File: src/rtl/sd_loop_filter.sv
// sd_loop_filter
//   Parametrised sigma-delta bitstream loop filter: a STAGES-deep chain of
//   integrator stages feeding a 1-bit quantiser. Coefficients are written
//   into a shadow bank at any time and copied into the active bank on a
//   sample boundary through a small IDLE -> PEND -> SWAP handshake.
//
//   Optional feature macro: SD_LOOP_FILTER_SATURATE_EN
//     defined   : overflowing adder results clamp to +max / -min
//     undefined : overflowing adder results wrap modulo 2^WIDTH
//   ovf_flag is a sticky overflow indicator in both builds.
module sd_loop_filter #(
  parameter int WIDTH   = 24,
  parameter int STAGES  = 4,
  parameter int SHIFT_W = 3,
  parameter int ADDR_W  = 5
) (
  input  logic              clock,
  input  logic              reset,
  input  logic              sample_en,
  input  logic              bit_in,
  output logic              bit_out,
  input  logic              cfg_wr,
  input  logic [ADDR_W-1:0] cfg_addr,
  input  logic [WIDTH-1:0]  cfg_data,
  input  logic              cfg_commit,
  input  logic              cfg_clear,
  output logic              cfg_busy,
  output logic              ovf_flag
);

  // Adders run two bits wider than the datapath so that three-term sums
  // never lose their true value before the range check.
  localparam int XW = WIDTH + 2;

  localparam logic signed [WIDTH-1:0] MAX_V = {1'b0, {(WIDTH-1){1'b1}}};
  localparam logic signed [WIDTH-1:0] MIN_V = {1'b1, {(WIDTH-1){1'b0}}};

`ifdef SD_LOOP_FILTER_SATURATE_EN
  localparam bit SATURATE = 1'b1;
`else
  localparam bit SATURATE = 1'b0;
`endif

  // Fixed config-bank addresses above the per-stage ranges.
  localparam logic [ADDR_W-1:0] ADDR_FF_OUT  = ADDR_W'(2*STAGES);
  localparam logic [ADDR_W-1:0] ADDR_SD_INIT = ADDR_W'(4*STAGES + 1);
  localparam logic [ADDR_W-1:0] ADDR_SD_FS   = ADDR_W'(4*STAGES + 2);

  typedef enum logic [1:0] {
    IDLE = 2'd0,
    PEND = 2'd1,
    SWAP = 2'd2
  } cfgState_e;

  cfgState_e state_q, state_d;
  logic      clr_q;

  // Shadow bank: written by the config port, never read by the datapath.
  logic signed [WIDTH-1:0]   ffShadow_q    [STAGES+1];
  logic signed [WIDTH-1:0]   fbShadow_q    [STAGES];
  logic        [SHIFT_W-1:0] shiftShadow_q [STAGES];
  logic signed [WIDTH-1:0]   initShadow_q  [STAGES];
  logic signed [WIDTH-1:0]   sdInitShadow_q;
  logic signed [WIDTH-1:0]   sdFsShadow_q;

  // Active bank: only ever loaded from the shadow bank during SWAP.
  logic signed [WIDTH-1:0]   ffActive_q    [STAGES+1];
  logic signed [WIDTH-1:0]   fbActive_q    [STAGES];
  logic        [SHIFT_W-1:0] shiftActive_q [STAGES];
  logic signed [WIDTH-1:0]   sdFsActive_q;

  // Integrator state and quantiser register.
  logic signed [WIDTH-1:0] integ_q [STAGES];
  logic signed [WIDTH-1:0] integ_d [STAGES];
  logic signed [WIDTH-1:0] sdReg_q, sdReg_d;
  logic                    ovf_q;

  // Arithmetic results of one sample step with the active bank.
  logic signed [WIDTH-1:0] integCalc [STAGES];
  logic signed [WIDTH-1:0] sdCalc;
  logic                    ovfHit;
  logic signed [XW-1:0]    acc;
  logic signed [WIDTH-1:0] gVal;
  logic signed [WIDTH-1:0] stageIn;
  logic signed [WIDTH-1:0] xVal;

  logic swapNow;
  logic clearNow;

  function automatic logic signed [XW-1:0] ext(input logic signed [WIDTH-1:0] a);
    return {{2{a[WIDTH-1]}}, a};
  endfunction

  // A bitstream bit selects between +coef and -coef.
  function automatic logic signed [XW-1:0] signedTerm(input logic pos,
                                                      input logic signed [WIDTH-1:0] a);
    return pos ? ext(a) : -ext(a);
  endfunction

  // In range exactly when the top three bits of the wide sum agree.
  function automatic logic outOfRange(input logic signed [XW-1:0] v);
    return !((&v[XW-1:WIDTH-1]) || !(|v[XW-1:WIDTH-1]));
  endfunction

  function automatic logic signed [WIDTH-1:0] fitWidth(input logic signed [XW-1:0] v);
    return (SATURATE && outOfRange(v)) ? (v[XW-1] ? MIN_V : MAX_V) : v[WIDTH-1:0];
  endfunction

  assign bit_out  = ~sdReg_q[WIDTH-1];
  assign cfg_busy = (state_q != IDLE);
  assign ovf_flag = ovf_q;
  assign swapNow  = (state_q == SWAP);
  assign clearNow = swapNow && clr_q;

  // Config handshake state register; a commit's clear request is captured
  // only when the commit is accepted in IDLE.
  always_ff @(posedge clock or posedge reset) begin
    if (reset) begin
      state_q <= IDLE;
      clr_q   <= 1'b0;
    end else begin
      state_q <= state_d;
      if (state_q == IDLE && cfg_commit) begin
        clr_q <= cfg_clear;
      end
    end
  end

  // Next-state logic: commits outside IDLE are dropped, PEND waits for the
  // next sample strobe, SWAP lasts exactly one cycle.
  always_comb begin
    state_d = state_q;
    case (state_q)
      IDLE:    if (cfg_commit) state_d = PEND;
      PEND:    if (sample_en)  state_d = SWAP;
      SWAP:    state_d = IDLE;
      default: state_d = IDLE;
    endcase
  end

  // Shadow bank writes; addresses past the map are silently ignored.
  always_ff @(posedge clock or posedge reset) begin
    if (reset) begin
      for (int k = 0; k <= STAGES; k++) begin
        ffShadow_q[k] <= '0;
      end
      for (int k = 0; k < STAGES; k++) begin
        fbShadow_q[k]    <= '0;
        shiftShadow_q[k] <= '0;
        initShadow_q[k]  <= '0;
      end
      sdInitShadow_q <= '0;
      sdFsShadow_q   <= '0;
    end else if (cfg_wr) begin
      for (int k = 0; k < STAGES; k++) begin
        if (cfg_addr == ADDR_W'(k))              ffShadow_q[k]    <= cfg_data;
        if (cfg_addr == ADDR_W'(STAGES + k))     fbShadow_q[k]    <= cfg_data;
        if (cfg_addr == ADDR_W'(2*STAGES+1 + k)) shiftShadow_q[k] <= cfg_data[SHIFT_W-1:0];
        if (cfg_addr == ADDR_W'(3*STAGES+1 + k)) initShadow_q[k]  <= cfg_data;
      end
      if (cfg_addr == ADDR_FF_OUT)  ffShadow_q[STAGES] <= cfg_data;
      if (cfg_addr == ADDR_SD_INIT) sdInitShadow_q     <= cfg_data;
      if (cfg_addr == ADDR_SD_FS)   sdFsShadow_q       <= cfg_data;
    end
  end

  // Atomic bank swap; the copy sees the shadow contents from before any
  // write landing in the same cycle.
  always_ff @(posedge clock or posedge reset) begin
    if (reset) begin
      for (int k = 0; k <= STAGES; k++) begin
        ffActive_q[k] <= '0;
      end
      for (int k = 0; k < STAGES; k++) begin
        fbActive_q[k]    <= '0;
        shiftActive_q[k] <= '0;
      end
      sdFsActive_q <= '0;
    end else if (swapNow) begin
      for (int k = 0; k <= STAGES; k++) begin
        ffActive_q[k] <= ffShadow_q[k];
      end
      for (int k = 0; k < STAGES; k++) begin
        fbActive_q[k]    <= fbShadow_q[k];
        shiftActive_q[k] <= shiftShadow_q[k];
      end
      sdFsActive_q <= sdFsShadow_q;
    end
  end

  // One sample step of the integrator chain and quantiser using the active
  // bank; each stage sees the previous stage's registered, shifted output.
  always_comb begin
    ovfHit  = 1'b0;
    acc     = '0;
    gVal    = '0;
    xVal    = '0;
    stageIn = '0;
    for (int k = 0; k < STAGES; k++) begin
      acc          = signedTerm(bit_in, ffActive_q[k]) - signedTerm(bit_out, fbActive_q[k])
                     + ext(stageIn);
      ovfHit       = ovfHit | outOfRange(acc);
      gVal         = fitWidth(acc);
      acc          = ext(gVal) - ext(integ_q[k]);
      ovfHit       = ovfHit | outOfRange(acc);
      integCalc[k] = fitWidth(acc);
      stageIn      = integ_q[k] >>> shiftActive_q[k];
    end
    acc    = signedTerm(bit_in, ffActive_q[STAGES]) + ext(stageIn);
    ovfHit = ovfHit | outOfRange(acc);
    xVal   = fitWidth(acc);
    acc    = ext(xVal) - signedTerm(bit_out, sdFsActive_q) - ext(sdReg_q);
    ovfHit = ovfHit | outOfRange(acc);
    sdCalc = fitWidth(acc);
  end

  // Select the next integrator contents: a clearing swap loads the init
  // values and wins over a simultaneous sample step; otherwise hold unless
  // the sample strobe is high.
  always_comb begin
    for (int k = 0; k < STAGES; k++) begin
      integ_d[k] = integ_q[k];
    end
    sdReg_d = sdReg_q;
    if (clearNow) begin
      for (int k = 0; k < STAGES; k++) begin
        integ_d[k] = initShadow_q[k];
      end
      sdReg_d = sdInitShadow_q;
    end else if (sample_en) begin
      for (int k = 0; k < STAGES; k++) begin
        integ_d[k] = integCalc[k];
      end
      sdReg_d = sdCalc;
    end
  end

  // Integrator registers and the sticky overflow flag.
  always_ff @(posedge clock or posedge reset) begin
    if (reset) begin
      for (int k = 0; k < STAGES; k++) begin
        integ_q[k] <= '0;
      end
      sdReg_q <= '0;
      ovf_q   <= 1'b0;
    end else begin
      for (int k = 0; k < STAGES; k++) begin
        integ_q[k] <= integ_d[k];
      end
      sdReg_q <= sdReg_d;
      if (sample_en && ovfHit) begin
        ovf_q <= 1'b1;
      end
    end
  end

endmodule
File: config.mk
export PLATFORM = sky130hd
export DESIGN_NAME = sd_loop_filter
export DESIGN_NICKNAME = d
export VERILOG_FILES = /design/src/rtl/sd_loop_filter.sv
export SDC_FILE = /design/constraint.sdc
export NUM_CORES = 2
export LEC_CHECK = 0
export ABC_AREA = 0
export ABC_CLOCK_PERIOD_IN_PS = 25100
export CORE_MARGIN = 3
export CORE_UTILIZATION = 45
export CTS_CLUSTER_SIZE = 30
export DETAILED_ROUTE_END_ITERATION = 7
export HOLD_SLACK_MARGIN = 0.15
export PLACE_DENSITY_LB_ADDON = 0.05
export SYNTH_ARGS = -nofsm -noshare
export SYNTH_HDL_FRONTEND = slang
export SYNTH_SLANG_ARGS = --single-unit
File: constraint.sdc
create_clock -name clock -period 25.1 [get_ports clock]
set_input_delay 5.02 -clock clock [delete_from_list [all_inputs] [get_ports clock]]
set_output_delay 5.02 -clock clock [all_outputs]
set_load 0.03 [all_outputs]
# After elaboration in Yosys (flattened, before gate mapping)
# Cells that the tools add are included.
[word_totals]
ff_bits = 748
inputBits = 36
[op_classes]
n_addsub = 24
eq_ne = 22
n_shift = 4
mux = 17
bitwise = 10
n_reduce_logical = 77
[ops]
columns = ["operator", "n"]
rows = [
  ["two-way mux 26 bit", 10],
  ["negation 24 -> 26 bit", 10],
  ["two-way mux 96 bit", 2],
  ["adder 26 x 24 -> 26 bit", 4],
  ["subtractor 26 bit", 4],
  ["subtractor 24 x 24 -> 25 bit", 4],
  [">>> shifter 24 x 3 -> 24 bit", 4],
  ["two-way mux 24 bit", 2],
  ["equality test 5 x 4 -> 1 bit, second input constant", 8],
  ["AND reduction 2 bit", 20],
  ["AND reduction 3 bit", 10],
  ["OR reduction 3 bit", 10],
  ["subtractor 24 x 26 -> 26 bit", 1],
  ["subtractor 26 x 24 -> 26 bit", 1],
  ["equality test 5 x 3 -> 1 bit, second input constant", 4],
  ["zero test 1 bit", 20],
  ["equality test 5 bit, second input constant", 3],
  ["equality test 5 x 2 -> 1 bit, second input constant", 2],
  ["logical OR 1 bit", 10],
  ["bitwise OR 1 bit", 9],
  ["equality test 5 x 1 -> 1 bit, second input constant", 1],
  ["zero test 5 bit", 1],
  ["two-way mux 2 bit", 2],
  ["inequality test 2 bit, second input constant", 2],
  ["7 further kinds", 10],
]

# Longest topological paths before layout
[depth]
word_depth = 18
depth_mapped = 32
ltp_nobuf = 32

# Worst setup path before layout
# OpenSTA, ideal clock, no wires.
[synth_timing]
path_kind = "input -> register"
from = "input bit_in"
to = "register ovf_q (netlist: ovf_flag)"
t_arrival_ns = 10.518
path_slack_ns = 14.453
cell_stages = 28
path_buffers = 3
cell_sequence = "clkbuf_8 > clkbuf_1 > clkbuf_1 > nor2_1 > xor2_1 > ha_1 > nor2b_1 > o31a_1 > o221a_2 > o41ai_1 > a21oi_1 > o31a_1 > o21a_1 > o21ai_0 > a21oi_1 > o21ai_0 > a31oi_1 > fa_1 > ha_1 > a21o_1 > nor2_1 > nand2_1 > a311o_1 > a41o_1 > xor2_1 > mux2i_1 > nor4_1 > a21oi_1"
[synth_between]
elab_chain_len = 17
elab_cells_between_ends = 79
cone_classes = "14 x add/sub; 5 x mux; 9 x bitwise; 51 x reduce/logical"
[synth_rtl]
columns = ["item", "line", "text"]
rows = [
  ["from (decl)", "20", "input logic bit_in,"],
  ["branches (longest 15 deep; another with subtractor 26 bit)", "-", ""],
  ["bitwise OR 1 bit (*)", "213", "ovfHit = ovfHit | outOfRange(acc);"],
  ["logical AND 1 bit (*)", "251", "if (sample_en && ovfHit) begin"],
  ["to (signal assigned)", "245", "ovf_q <= 1'b0;"],
  ["to (signal assigned)", "252", "ovf_q <= 1'b1;"],
  ["to (decl)", "76", "logic ovf_q;"],
]
# Every way passes the cells marked *.
# A chain may end at the register's enable or synchronous reset.

# Final worst setup path
# Ends and elaborated chain as after synthesis.

==> flow_summary.yaml <==
yosys:
  syn-cell-area_mm2: 0.05160
  synthDistinctLibCells: 91
  synth_edf_count: 0
  synth_fp_nets: 6002
  yosysSeqAreaShare_pct: 36.27
  yosys-top-cells-area: "dfrtp_1 (36%), mux2_2 (8.3%), nand2_1 (7.3%)"
  syn_avg_cell_area_um2: 9.213
  synth_ff_type: "dfrtp_1"
  synth_area_leader_cell: "dfrtp_1"
  ys_warn_count: 0
  synth-seq-cells: 748
  synth-async-reset-ratio_pct: 100.0
  synth_cells: 5601
  synth_top_area_share_pct: 36.27
global_route:
  grt_max_degree: 177
  grt.total_usage_pct: 25.95
  overflow: 0
  grt_pass1_wl_mm: 236.6
  grt_pass1_vias: 38770
  antenna_found_initial: 23
worst_setup_path:
  r2r_setup_slack_ns: 17.47
  reg2reg_from: "ffActive_q[74]$_DFFE_PP0N_"
  critPathArrivalTime_ns: 11.65
  r2r_cells: 27
  worstPathRequired_ns: 25.62
  path_class: "primary input to flip-flop"
  rr_endpoint: "ovf_flag$_DFFE_PP0P_"
  worstPathMaxFanout: 52
  endpoint_kind: "flip-flop"
  crit_path_start_kind: "primary input"
clock_tree:
  cts_made_buffers: 89
  cts-root-buf: "clkbuf_16"
  cts_htree_levels: 3
  cts_tree: "built"
  cts_resized: 0
  clock_sinks: 748
  insertion_delay_ns: 0.68
  postCtsSetupBuffers: 0
  clkTransAtPathRegs_ns: 0.06
  clockBufferDepth: 3
  ctsHoldBuffers: 0
run:
  timing.max_cap.violations: 0
layout:
  layout.nets: 5951
  ff_latch_area_mm2: 0.01872
  area_growth_pct: 9.432
  drive_above_1_share_pct: 12.37
  final_core_util_pct: 49.92
  multi_input_area_mm2: 0.03063
  fill_cells: 10760
  design_area_mm2: 0.05647
sta:
  slew_viol_final: 0
  post-route-period-util_pct: 44.33
  worst_pin_slew_ns: 1.155
  setup_violations: 0
  hold_violations: 0
  finalClockSkew_ns: 0.03271
  period_needed_ns: 11.13
  max_freq_mhz: 89.88
  rsz0062_at_grt: "false"
  fin_setup_tns_ns: 0
  setup_ws_ns: 13.97
  relSlewSlack_pct: 22.99
route:
  routed_wl_mm: 153.6
  routed_via_density: 5.629
  drt-pass1-iter-count: 5
  drc: 0
  vias: 40110
  final_antenna_net_count: 0
  wl_per_cell_um: 21.55
  drt_first_iter_violations: 3222
hold_path:
  whs_endpoint: "ffActive_q[14]$_DFFE_PP0N_"
  hold_class: "flip-flop to flip-flop"
  worstHoldStart: "ffShadow_q[14]$_DFFE_PP0P_"
  hold_depth: 2
die:
  die_height_um: 344.6
  num_io_pins: 39
  die_area_mm2: 0.1188
  start_util_pct: 45.62
  core_mm2: 0.1131
  num_rows: 123
  fp.dieW_um: 344.6
place:
  portBuffers: 38
  gp_congestion: 0.8804
  dpl_worst_slack_ns: 13.35
  placed_area_mm2: 0.05348
  hpwl_mm: 103.9
outcome:
  status: "finished, final reports clean"
## routing by layer
metal	GRT usage, %	up-vias	wire length [µm]
li1	-	19270	-
met5	0	-	23
met4	6.763	4	3919
met1	37.36	19830	72290
met3	3.082	177	7353
met2	41.49	830	69990
## how the worst max path moves through the flow
stage	start	end	depth (start not counted)
finish	bit_in	ovf_flag$_DFFE_PP0P_	24
global route	bit_in	ovf_flag$_DFFE_PP0P_	25
CTS	bit_in	ovf_flag$_DFFE_PP0P_	24
detailed placement	bit_in	ovf_flag$_DFFE_PP0P_	24
global placement	bit_in	ovf_flag$_DFFE_PP0P_	25
floorplan	reset	clr_q$_DFFE_PP0P_	1
## cell usage after synthesis, types with 87 or more instances
cell,instances
xor2_1,157
nor2_1,310
o21ai_0,360
dfrtp_1,748
ha_1,261
fa_1,104
nand2_1,1002
a21oi_1,330
xnor2_1,270
a21o_1,92
inv_1,352
mux2_2,381
nor3_1,87
clkbuf_1,214
mux2i_1,163
## flip-flops by register name (all words and copies together), names as in the netlist
name / count
sdFsActive_q: 24
sdInitShadow_q: 24
clr_q: 1
shiftShadow_q: 12
ovf_flag: 1
fbActive_q: 96
fbShadow_q: 96
sdFsShadow_q: 24
sdReg_q: 24
integ_q: 96
ffActive_q: 120
initShadow_q: 96
shiftActive_q: 12
ffShadow_q: 120
state_q: 2
## worst max-delay path: stages
cell,delay (ns)
buf_4,0.49
buf_4,0.51
a31oi_1,0.10
xnor2_1,0.17
fa_1,0.54
inv_1,0.04
ha_1,0.33
a2111o_1,0.44
o2111ai_1,0.25
a21oi_1,0.15
a21o_1,0.20
a21oi_1,0.16
xnor2_1,0.16
ha_1,0.30
and2_1,0.15
a221oi_1,0.41
o21bai_1,0.14
a221oi_1,0.52
o211ai_1,0.22
nand3b_1,0.12
o311a_1,0.24
o311ai_0,0.37
nor4_1,0.39
a21oi_1,0.12
## stage by stage
stage                     hold WS (ns)  std cells
after global routing            0.4658       7118
final                           0.4333       7126
after global placement          0.4391       6959
after detailed placement        0.4435       6959
after CTS                       0.4361       7118
after floorplan                 0.4331       5601
## layout by cell type, fill, tap and decap left out, types with 36 or more instances in the layout
| cell | n |
|---|---|
| nand2_1 | 1001 |
| dfrtp_1 | 747 |
| mux2_2 | 381 |
| o21ai_0 | 360 |
| inv_1 | 351 |
| a21oi_1 | 330 |
| nor2_1 | 309 |
| xnor2_1 | 270 |
| ha_1 | 261 |
| mux2i_1 | 163 |
| xor2_1 | 157 |
| fa_1 | 104 |
| a21o_1 | 92 |
| clkbuf_16 | 92 |
| nor3_1 | 87 |
| buf_4 | 62 |
| nand3_1 | 56 |
| o21a_1 | 50 |
| mux4_2 | 43 |
| nand2b_1 | 41 |
| o31ai_1 | 40 |
| nor2b_1 | 36 |
| a211oi_1 | 36 |
## final cells by class
type                       instances  share of cell area (%)
multi-input combinational       4252                   54.24
sequential                       748                   33.15
clock buffer                     130                   4.666
tap                             1500                   3.324
inverter                         355                   2.366
timing repair buffer             104                   1.624
clock inverter                    29                  0.5938
antenna                            8                 0.03545
## kinds of logic after synthesis
logic type,count (synthesis),share of synthesized area [%]
compound gates,1134,13.49
xor+xnor,429,7.337
fa+ha+maj,365,10.36
simple gates,1737,14.75
mux,587,13.35
flops,748,36.27
buf+inv,601,4.432
Power is left out: the tool's default activity adds up to more than one toggle a clock period on the data nets, which glitch-free logic cannot reach.
